## src/rtl/ysyx_23060236_mtime_reader.sv

```systemverilog
// AXI-lite read initiator that returns a coherent 64-bit mtime snapshot from the CLINT.
// The sequence is high, low, high; if the two high reads disagree, a carry crossed the
// low word, so the low word is re-read and the high word is compared again.
module ysyx_23060236_mtime_reader #(
  parameter logic [31:0] BASE_ADDR = 32'h0200_0000,
  parameter int unsigned MAX_RETRY = 3
) (
  input  logic        clock,
  input  logic        reset,
  // Snapshot request/response side
  input  logic        req_valid,
  output logic        req_ready,
  output logic        resp_valid,
  input  logic        resp_ready,
  output logic [63:0] resp_data,
  output logic [1:0]  resp_err,
  // CLINT read port
  output logic [31:0] araddr,
  output logic        arvalid,
  input  logic        arready,
  input  logic [31:0] rdata,
  input  logic [1:0]  rresp,
  input  logic        rvalid,
  output logic        rready
);

  localparam int unsigned CntW = (MAX_RETRY < 1) ? 1 : $clog2(MAX_RETRY + 1);
  localparam logic [CntW-1:0] MaxRetryC = CntW'(MAX_RETRY);
  localparam logic [31:0] HiAddr = BASE_ADDR + 32'd4;

  typedef enum logic [2:0] {
    StIdle,
    StArHi1,
    StRHi1,
    StArLo,
    StRLo,
    StArHi2,
    StRHi2,
    StDone
  } state_e;

  state_e          state_q, state_d;
  logic [31:0]     hi1_q, hi1_d;
  logic [31:0]     lo_q, lo_d;
  logic [CntW-1:0] retry_cnt_q, retry_cnt_d;
  logic            req_ready_q, req_ready_d;
  logic            arvalid_q, arvalid_d;
  logic            rready_q, rready_d;
  logic [31:0]     araddr_q, araddr_d;
  logic            resp_valid_q, resp_valid_d;
  logic [63:0]     resp_data_q, resp_data_d;
  logic [1:0]      resp_err_q, resp_err_d;

  logic ar_hs;
  logic r_hs;
  logic r_bad;

  assign ar_hs = arvalid_q & arready;
  assign r_hs  = rvalid & rready_q;
  assign r_bad = (rresp != 2'b00);

  // Next-state logic; every output is registered and decoded from the next state.
  always_comb begin
    state_d      = state_q;
    hi1_d        = hi1_q;
    lo_d         = lo_q;
    retry_cnt_d  = retry_cnt_q;
    resp_data_d  = resp_data_q;
    resp_err_d   = resp_err_q;
    araddr_d     = araddr_q;

    unique case (state_q)
      StIdle: begin
        if (req_valid && req_ready_q) begin
          state_d     = StArHi1;
          retry_cnt_d = '0;
          resp_err_d  = '0;
        end
      end
      StArHi1: if (ar_hs) state_d = StRHi1;
      StArLo:  if (ar_hs) state_d = StRLo;
      StArHi2: if (ar_hs) state_d = StRHi2;
      StRHi1: begin
        if (r_hs) begin
          if (r_bad) begin
            state_d       = StDone;
            resp_err_d[0] = 1'b1;
            resp_data_d   = '0;
          end else begin
            hi1_d   = rdata;
            state_d = StArLo;
          end
        end
      end
      StRLo: begin
        if (r_hs) begin
          if (r_bad) begin
            state_d       = StDone;
            resp_err_d[0] = 1'b1;
            resp_data_d   = '0;
          end else begin
            lo_d    = rdata;
            state_d = StArHi2;
          end
        end
      end
      StRHi2: begin
        if (r_hs) begin
          if (r_bad) begin
            state_d       = StDone;
            resp_err_d[0] = 1'b1;
            resp_data_d   = '0;
          end else if (rdata == hi1_q) begin
            state_d     = StDone;
            resp_data_d = {rdata, lo_q};
          end else if (retry_cnt_q < MaxRetryC) begin
            // High word moved: the new high value becomes the reference, re-read low only.
            hi1_d       = rdata;
            retry_cnt_d = retry_cnt_q + 1'b1;
            state_d     = StArLo;
          end else begin
            state_d       = StDone;
            resp_err_d[1] = 1'b1;
            resp_data_d   = '0;
          end
        end
      end
      StDone: if (resp_ready) state_d = StIdle;
      default: state_d = StIdle;
    endcase

    req_ready_d  = (state_d == StIdle);
    arvalid_d    = (state_d == StArHi1) || (state_d == StArLo) || (state_d == StArHi2);
    rready_d     = (state_d == StRHi1) || (state_d == StRLo) || (state_d == StRHi2);
    resp_valid_d = (state_d == StDone);
    if (state_d == StArLo) begin
      araddr_d = BASE_ADDR;
    end else if ((state_d == StArHi1) || (state_d == StArHi2)) begin
      araddr_d = HiAddr;
    end
  end

  // State and registered outputs with synchronous reset.
  always_ff @(posedge clock) begin
    if (reset) begin
      state_q      <= StIdle;
      hi1_q        <= '0;
      lo_q         <= '0;
      retry_cnt_q  <= '0;
      req_ready_q  <= 1'b1;
      arvalid_q    <= 1'b0;
      rready_q     <= 1'b0;
      araddr_q     <= '0;
      resp_valid_q <= 1'b0;
      resp_data_q  <= '0;
      resp_err_q   <= '0;
    end else begin
      state_q      <= state_d;
      hi1_q        <= hi1_d;
      lo_q         <= lo_d;
      retry_cnt_q  <= retry_cnt_d;
      req_ready_q  <= req_ready_d;
      arvalid_q    <= arvalid_d;
      rready_q     <= rready_d;
      araddr_q     <= araddr_d;
      resp_valid_q <= resp_valid_d;
      resp_data_q  <= resp_data_d;
      resp_err_q   <= resp_err_d;
    end
  end

  assign req_ready  = req_ready_q;
  assign arvalid    = arvalid_q;
  assign rready     = rready_q;
  assign araddr     = araddr_q;
  assign resp_valid = resp_valid_q;
  assign resp_data  = resp_data_q;
  assign resp_err   = resp_err_q;

endmodule

```

## config.mk

```make
export PLATFORM = sky130hd
export DESIGN_NAME = ysyx_23060236_mtime_reader
export DESIGN_NICKNAME = d
export VERILOG_FILES = /design/src/rtl/ysyx_23060236_mtime_reader.sv
export SDC_FILE = /design/constraint.sdc
export NUM_CORES = 1
export LEC_CHECK = 0
export ABC_CLOCK_PERIOD_IN_PS = 4300
export BUFFER_PORTS_ARGS = -buffer_cell sky130_fd_sc_hd__buf_2
export CORE_AREA = 2 2 119 92
export CTS_BUF_LIST = sky130_fd_sc_hd__clkbuf_8
export CTS_CLUSTER_DIAMETER = 60
export DETAILED_ROUTE_END_ITERATION = 12
export DIE_AREA = 0 0 121 94
export GPL_TIMING_DRIVEN = 0
export MAX_ROUTING_LAYER = met4
export PLACE_DENSITY = 0.84
export REMOVE_ABC_BUFFERS = 1
export SYNTH_ARGS = -nofsm -noshare
export SYNTH_HDL_FRONTEND = slang
export SYNTH_SLANG_ARGS = --single-unit
```

## constraint.sdc

```tcl
create_clock -name clock -period 4.3 [get_ports clock]
set_clock_uncertainty 0.05 [all_clocks]
set_input_delay 0.86 -clock clock [delete_from_list [all_inputs] [get_ports clock]]
set_output_delay 0.86 -clock clock [all_outputs]
set_load 0.005 [all_outputs]
```

==> impl_metrics.json <==
{
  "fin_cells": 797,
  "cts_setup_buffers": 0,
  "fin_ws_ns": 1.420,
  "comb_power_share": 0.047,
  "num_vias": 4157,
  "dp.cells": 765,
  "grt_pass1_vias": 3864,
  "arrival_ns": 3.20,
  "n_antenna_cell": 0,
  "dieArea_mm2": 0.01137,
  "switchingPower_uw": 560.6,
  "power.density_mw_per_mm2": 391.0,
  "crit_family": "simple AND/OR/NAND/NOR gates",
  "clock_latency_ns": 0.43,
  "overflow": 0,
  "rsz0062_at_grt": "false",
  "worstPathRequired_ns": 4.62,
  "drive_gt1_frac": 0.2315,
  "hp-start": "lo_q[21]",
  "syn_to_final_growth_pct": 17.35,
  "clockBufferDepth": 2,
  "period_minus_slack_ns": 2.880,
  "synthArstFlopShare": 0,
  "routed_wl_mm": 11.53,
  "place_congestion": 0.8938,
  "pwr-share-seq": 0.524,
  "drt_first_pass_iters": 4,
  "drv_slew": 0,
  "power_frac_clock": 0.429,
  "rr_startpoint": "hi1_q[15]",
  "cts_tree": "done",
  "slew_headroom": 0.1065,
  "start_util": 0.5410,
  "final_hold_viol_count": 0,
  "place.port_buffers": 111,
  "root_buffer": "clkbuf_8",
  "numCtsBuffers": 17,
  "fin_area_mm2": 0.006431,
  "tightest_slew_ns": 1.337,
  "layout_commonest_cell": "dfxtp_1",
  "dr.first_iter.drc_count": 207,
  "finalSetupViolations": 0,
  "synth_top_flop_cell": "dfxtp_1",
  "path_max_fanout": 42,
  "yosys_register_bits": 141,
  "slowest_delay_ns": 0.58,
  "grt_max_degree": 77,
  "multi_input_area_mm2": 0.002331,
  "fmax_mhz": 347.3,
  "fillers": 847,
  "dieWidth_um": 121,
  "ctsHoldBuffers": 0,
  "track_usage": 0.2144,
  "die_h_um": 94,
  "end_kind": "flop",
  "clk_pin_slew_worst_paths_ns": 0.07,
  "layout_common_cells": "dfxtp_1, buf_2, nand2_1, a22o_1, nor2_1",
  "post_dp_cell_area_mm2": 0.006017,
  "whs_ns": 0.4055,
  "num_rows": 32,
  "drv_cap": 0,
  "min_path_type": "reg2reg",
  "avgViaCountPerCell": 5.216,
  "cts_resized": 0,
  "path_cells": "buf_2, xnor2_1, nand4_1, nor4_2, and2_4, and4_2, buf_12, a22o_1",
  "final_nets": 689,
  "synth_edf_count": 0,
  "status": "finished clean",
  "ant_nets": 0,
  "crit_path_start_kind": "input port",
  "dp_hpwl_mm": 7.691,
  "peakVddDrop_v": 0.0003536,
  "fin_tns_setup_ns": 0,
  "synth_cell_types": 38,
  "core_mm2": 0.01013,
  "p_sw_frac": 0.2230,
  "min_period_over_period": 0.6697,
  "grt_first_pass_wirelength_mm": 18.62,
  "ys_seq_area_frac": 0.5151,
  "criticalPathCategory": "in2reg",
  "worst_path_max_delay_cell": "and4_2",
  "ys_warn_count": 0,
  "postSynthAreaPerCell_um2": 9.982,
  "drcViolationCount": 0,
  "cts.sinks": 141,
  "p_leak_nw": 2.645,
  "finalPower_mw": 2.515,
  "critPathBufInv": 2,
  "cts-htree-levels": 4,
  "wl_per_cell_um": 14.46,
  "num_io_pins": 142,
  "internal_power_mw": 1.954,
  "syn_area_mm2": 0.005480,
  "finish.utilization": 0.6349,
  "cp-startpoint": "rdata[15]",
  "seqCellArea_mm2": 0.002823,
  "antenna_found_initial": 0,
  "dp_slack_ns": 0.9494,
  "syn_inst": 549
}
-- cell usage after synthesis, drive strengths merged, types with 4 or more instances --
cell type | n | share of area
nand2 | 77 | 0.053
a21oi | 38 | 0.035
o21ai | 6 | 0.0055
xnor2 | 32 | 0.051
a22o | 64 | 0.10
mux2i | 35 | 0.064
clkbuf | 18 | 0.012
buf | 47 | 0.068
nand4 | 8 | 0.0091
nand3 | 4 | 0.0037
and2 | 4 | 0.0050
dfxtp | 141 | 0.52
nor2 | 45 | 0.031
-- worst reg2reg max path: stages, from the launching register on --
cell and delay [ns]:
dfxtp_1 0.33, xnor2_1 0.19, nand4_1 0.13, nor4_2 0.57
and2_4 0.28, and4_2 0.58, buf_12 0.29, a22o_1 0.18
-- per-layer routing --
metal / vias to the layer above / GRT usage / part of all wire
met5: - / - / 0
met4: 0 / 0.07461 / 0.010
met3: 12 / 0.05886 / 0.059
met2: 129 / 0.3319 / 0.47
met1: 1973 / 0.2714 / 0.46
li1: 2043 / - / -
-- flip-flops by register name, summed over array words and instances, names as in the netlist --
name         cells
resp_err         2
retry_cnt_q      2
rready           1
resp_valid       1
state_q          3
arvalid          1
hi1_q           32
resp_data       64
araddr           2
req_ready        1
lo_q            32
-- power groups by stage --
stage | Combinational, mW | Sequential (mW) | Clock, mW
after global placement | 0.106 | 1.35 | 0
after floorplan | 0.0476 | 1.35 | 0
final | 0.118 | 1.32 | 1.08
after detailed placement | 0.116 | 1.35 | 0
after CTS | 0.117 | 1.32 | 1.10
after global routing | 0.130 | 1.32 | 1.16
-- logic make-up after synthesis --
kind of cell / count (synthesis) / share of synthesized area
compound gates: 120 / 0.1655
xor+xnor: 32 / 0.05114
fa+ha+maj: 1 / 0.002283
buf+inv: 67 / 0.08173
flops: 141 / 0.5151
mux: 36 / 0.06598
other cells: 1 / 0.0006843
simple gates: 151 / 0.1176
-- path summary, 6_finish.rpt --
check | end | slack [ns] | depth (start not counted)
worst max-delay path | resp_data[29] | 1.42 | 8
worst min-delay path | lo_q[21] | 0.41 | 2
worst max register to register | resp_data[29] | 1.63 | 7
worst min register to register | lo_q[21] | 0.41 | 2
-- area by class of cell --
type	count	area share
Timing Repair Buffer	116	0.1070
Sequential cell	141	0.4389
Tap cell	136	0.02646
Inverter	2	0.001167
Clock buffer	19	0.04066
Clock inverter	13	0.02335
Multi-Input combinational cell	370	0.3625
Note: power is estimated with default switching activity, not from simulation.
